### src/rtl/ov7670_config_sequencer.sv
// Walks a 256-entry config ROM and issues one SCCB register write per entry (FFF0 = pause, FFFF = end).
// Optional transmitter watchdog: define SCCB_CFG_TIMEOUT_EN.
module ov7670_config_sequencer #(
   parameter int DELAY_CYCLES   = 1_000_000,
   parameter int TIMEOUT_CYCLES = 65_535
) (
   input  logic        clk,
   input  logic        rst_n,
   input  logic        start,
   output logic [7:0]  rom_addr,
   input  logic [15:0] rom_dout,
   input  logic        sccb_ready,
   output logic        sccb_start,
   output logic [7:0]  sccb_reg,
   output logic [7:0]  sccb_data,
   output logic        busy,
   output logic        done,
   output logic        error
);

   typedef enum logic [2:0] {
      IDLE, FETCH, DECODE, WAIT_READY, WAIT_ACCEPT, DELAY, FINISH
   } state_t;

   state_t      state;
   logic [31:0] delay_cnt;

`ifdef SCCB_CFG_TIMEOUT_EN
   logic [31:0] wd_cnt;
`else
   // No watchdog in this build; the parameter is deliberately unused.
   logic unused_timeout;
   assign unused_timeout = ^32'(TIMEOUT_CYCLES);
   assign error = 1'b0;
`endif

   // Single sequencer FSM; every output is registered and sccb_start defaults low each cycle.
   always_ff @(posedge clk) begin
      if (!rst_n) begin
         state      <= IDLE;
         rom_addr   <= 8'd0;
         sccb_start <= 1'b0;
         sccb_reg   <= 8'd0;
         sccb_data  <= 8'd0;
         busy       <= 1'b0;
         done       <= 1'b0;
         delay_cnt  <= 32'd0;
`ifdef SCCB_CFG_TIMEOUT_EN
         wd_cnt     <= 32'd0;
         error      <= 1'b0;
`endif
      end else begin
         sccb_start <= 1'b0;
         case (state)
            IDLE, FINISH: begin
               if (start) begin
                  rom_addr <= 8'd0;
                  done     <= 1'b0;
                  busy     <= 1'b1;
`ifdef SCCB_CFG_TIMEOUT_EN
                  error    <= 1'b0;
`endif
                  state    <= FETCH;
               end
            end
            FETCH: state <= DECODE;
            DECODE: begin
`ifdef SCCB_CFG_TIMEOUT_EN
               wd_cnt <= 32'd0;
`endif
               if (rom_dout == 16'hFFFF) begin
                  busy  <= 1'b0;
                  done  <= 1'b1;
                  state <= FINISH;
               end else if (rom_dout == 16'hFFF0) begin
                  delay_cnt <= 32'(DELAY_CYCLES - 1);
                  state     <= DELAY;
               end else begin
                  sccb_reg  <= rom_dout[15:8];
                  sccb_data <= rom_dout[7:0];
                  state     <= WAIT_READY;
               end
            end
            WAIT_READY: begin
`ifdef SCCB_CFG_TIMEOUT_EN
               wd_cnt <= wd_cnt + 32'd1;
               if (wd_cnt == 32'(TIMEOUT_CYCLES - 1)) begin
                  error <= 1'b1;
                  busy  <= 1'b0;
                  done  <= 1'b1;
                  state <= FINISH;
               end else
`endif
               if (sccb_ready) begin
                  sccb_start <= 1'b1;
                  state      <= WAIT_ACCEPT;
               end
            end
            WAIT_ACCEPT: begin
`ifdef SCCB_CFG_TIMEOUT_EN
               wd_cnt <= wd_cnt + 32'd1;
               if (wd_cnt == 32'(TIMEOUT_CYCLES - 1)) begin
                  error <= 1'b1;
                  busy  <= 1'b0;
                  done  <= 1'b1;
                  state <= FINISH;
               end else
`endif
               // Ready dropping low is the transmitter's acknowledgement of the request.
               if (!sccb_ready) begin
                  if (rom_addr == 8'hFF) begin
                     busy  <= 1'b0;
                     done  <= 1'b1;
                     state <= FINISH;
                  end else begin
                     rom_addr <= rom_addr + 8'd1;
                     state    <= FETCH;
                  end
               end
            end
            DELAY: begin
               if (delay_cnt == 32'd0) begin
                  if (rom_addr == 8'hFF) begin
                     busy  <= 1'b0;
                     done  <= 1'b1;
                     state <= FINISH;
                  end else begin
                     rom_addr <= rom_addr + 8'd1;
                     state    <= FETCH;
                  end
               end else begin
                  delay_cnt <= delay_cnt - 32'd1;
               end
            end
            default: state <= IDLE;
         endcase
      end
   end

endmodule

### config.mk
export PLATFORM = sky130hd
export DESIGN_NAME = ov7670_config_sequencer
export DESIGN_NICKNAME = d
export VERILOG_FILES = /design/src/rtl/ov7670_config_sequencer.sv
export SDC_FILE = /design/constraint.sdc
export NUM_CORES = 1
export LEC_CHECK = 0
export BUFFER_PORTS_ARGS = -buffer_cell sky130_fd_sc_hd__buf_2
export CAP_MARGIN = 0
export CORE_ASPECT_RATIO = 1.75
export CORE_MARGIN = 1.5
export CORE_UTILIZATION = 30
export DETAILED_ROUTE_END_ITERATION = 16
export SLEW_MARGIN = 25
export SYNTH_ARGS = -nofsm -noshare
export SYNTH_HDL_FRONTEND = slang
export SYNTH_SLANG_ARGS = --single-unit
### constraint.sdc
create_clock -name clk -period 3.59 [get_ports clk]
set_input_delay 0.1795 -clock clk [delete_from_list [all_inputs] [get_ports clk]]
set_output_delay 0.1795 -clock clk [all_outputs]
set_load 0.03 [all_outputs]
==> flow_metrics.env <==
export IMPL_synth_enable_flop_cells=0
export IMPL_whs_ps=98.3
export IMPL_syn_area_per_cell_sq_um=8.37
export IMPL_path_clk_slew_ps=50
export IMPL_grt_ovfl_total=0
export IMPL_num_nets_final=427
export IMPL_seqCellArea_sq_um=1240
export IMPL_critPathLaunchType="flop"
export IMPL_antenna_found_initial=0
export IMPL_design_area_sq_um=3730
export IMPL_wl_per_cell_microns=13.8
export IMPL_crit_path_end_kind="flop"
export IMPL_reg2reg_depth=6
export IMPL_outcome="complete, no violations"
export IMPL_required_ps=3850
export IMPL_final_util=0.379
export IMPL_cp_arrival_ps=3350
export IMPL_row_count=48
export IMPL_crit_top_cell="or4_4"
export IMPL_use_met2=0.256
export IMPL_fin_skew_ps=4.48
export IMPL_ir_worst_vdd_mv=0.392
export IMPL_finalHoldViolCount=0
export IMPL_pwr_share_comb=0.264
export IMPL_detail_route_antenna_nets=0
export IMPL_net_switching_power_uw=810
export IMPL_drcViolationCount=0
export IMPL_yosysUniqueCellTypes=44
export IMPL_p_clk_frac=0.404
export IMPL_grt_pass1_wl_microns=12300
export IMPL_r2r_slack_ps=500
export IMPL_hold_class="input port to flop"
export IMPL_multi_input_area_sq_um=1680
export IMPL_die_y_microns=136
export IMPL_drive_above_1_share=0.205
export IMPL_r2r_start="delay_cnt[21]"
export IMPL_hold_buffers=0
export IMPL_grt_pass1_vias=2626
export IMPL_vias_per_cell=5.17
export IMPL_vias=2767
export IMPL_period_share=0.861
export IMPL_post_dp_cell_area_sq_um=3380
export IMPL_synthArstFlopShare=0
export IMPL_tns_ps=0
export IMPL_maxSlewHeadroom=0.331
export IMPL_htreeDepth=3
export IMPL_cts_sinks=62
export IMPL_rsz0062_at_grt="no"
export IMPL_synth_cells=361
export IMPL_routed_wl_microns=7380
export IMPL_total_power_mw=2.49
export IMPL_slowest_delay_ps=580
export IMPL_fillers=1035
export IMPL_p_leak_nw=1.50
export IMPL_synth_seq_cells=62
export IMPL_grt_usage=0.146
export IMPL_die_area_sq_um=10700
export IMPL_place_hpwl_microns=5420
export IMPL_num_antenna_cells=0
export IMPL_syn_num_nets=383
export IMPL_clk_latency_ps=330
export IMPL_synthesis_area_sq_um=3020
export IMPL_maxCapViolCount=0
export IMPL_ioPinCount=48
export IMPL_power_switching_share=0.326
export IMPL_die_w_microns=78.9
export IMPL_cts_buffer_depth=2
export IMPL_slowest_stage="or4_4"
export IMPL_p_int_mw=1.67
export IMPL_tightest_slew_ps=1000
export IMPL_grt_use_met3=0.0296
export IMPL_drt_iter0_drc=136
export IMPL_cts_buffers=9
export IMPL_fmax_mhz=323
export IMPL_path_class="flop to flop"
export IMPL_yosysWarnings=0
export IMPL_reg2reg_to="rom_addr[6]"
export IMPL_final_cell_mix="62 x dfxtp_1, 50 x nor2_1, 46 x buf_2"
export IMPL_yosys_most_used_dff="dfxtp_1"
export IMPL_post_cts_buffers=0
export IMPL_largest_reg_flops=32
export IMPL_ys_seq_area_frac=0.411
export IMPL_regMostFlops="delay_cnt"
export IMPL_cp_max_fo=14
export IMPL_gp_routability_congestion=0.873
export IMPL_min_to="sccb_start"
export IMPL_fin_crit_ps=3090
export IMPL_setup_violations=0
export IMPL_sequentialPowerShare=0.332
export IMPL_core_sq_um=9850
export IMPL_mostFrequentLayoutCell="dfxtp_1"
export IMPL_cts_resized=0
export IMPL_slew_viol_final=0
export IMPL_crit_chain="or4_4, or4_4, or4_4, a211o_1, or3_1, a21oi_1"
export IMPL_area_growth_syn_to_layout_pct=23.5
export IMPL_drtPass1Iterations=4
export IMPL_grt_max_degree=30
export IMPL_cts_tree="yes"
export IMPL_power_density_nw_per_um2=666
export IMPL_io_buffers=46
export IMPL_root_buffer="clkbuf_16"
export IMPL_start_util=0.307
export IMPL_worstHoldStart="sccb_ready"
export IMPL_hold_depth=3
export IMPL_grt_busiest_layer="met2"
export IMPL_use_met1=0.160
[worst max path at each step]
stage | startpoint | to | slack [ps]
after floorplan | delay_cnt[21] | rom_addr[7] | 650
after global placement | delay_cnt[21] | rom_addr[6] | 550
after detailed placement | delay_cnt[21] | rom_addr[6] | 510
after CTS | delay_cnt[21] | rom_addr[6] | 490
after global routing | delay_cnt[14] | rom_addr[5] | 360
final | delay_cnt[21] | rom_addr[6] | 500
[layer usage]
metal	up-vias	wire (microns)
met5	-	0
met3	20	263
met1	1291	2960
met2	68	3870
met4	0	280
li1	1388	-
[layout make-up]
| class | count | share of cell area |
|---|---|---|
| multi-input combinational | 272 | 0.449 |
| sequential | 62 | 0.333 |
| timing repair buffer | 53 | 0.0758 |
| clock buffer | 9 | 0.0604 |
| tap | 125 | 0.0419 |
| clock inverter | 7 | 0.0329 |
| inverter | 7 | 0.00704 |
[synthesized netlist by cell type, drive strengths merged, types with 10 or more instances]
master / count / area share
dfxtp: 62 / 0.41
nor2: 51 / 0.063
a21oi: 30 / 0.050
xnor2: 23 / 0.067
mux2i: 18 / 0.060
clkbuf: 17 / 0.021
nand2: 17 / 0.021
or3: 17 / 0.035
nor4: 15 / 0.031
nor3: 14 / 0.023
o21ai: 13 / 0.022
or4: 12 / 0.034
nand3: 10 / 0.017
[worst max-delay path: cells and delay by family (launching register included)]
family / cells / cell delay, ps
compound gates: 2 / 600
flops: 1 / 330
simple gates: 4 / 2080
[per-stage QoR]
stage | instances | setup slack, ps
6_report | 535 | 498
3_3_place_gp | 519 | 550
2_1_floorplan | 361 | 653
4_1_cts | 535 | 492
5_1_grt | 535 | 357
3_5_place_dp | 519 | 510
[cell families (layout without fill, tap and decap cells)]
family,after synthesis,after routing,synth area share
mux,19,19,0.0634
other cells,1,1,0.00124
compound gates,60,60,0.116
simple gates,166,166,0.294
flops,62,62,0.411
xor+xnor,24,24,0.0696
fa+ha+maj,2,2,0.00828
buf+inv,27,76,0.0373
[power by group through the flow]
stage | clock, mW | sequential (mW) | combinational [mW]
detailed placement | 0 | 0.838 | 0.657
global route | 1.05 | 0.839 | 0.716
CTS | 1.02 | 0.824 | 0.661
floorplan | 0 | 0.913 | 0.428
finish | 1.00 | 0.825 | 0.657
global placement | 0 | 0.838 | 0.654
Power figures use the tool's default switching activity.
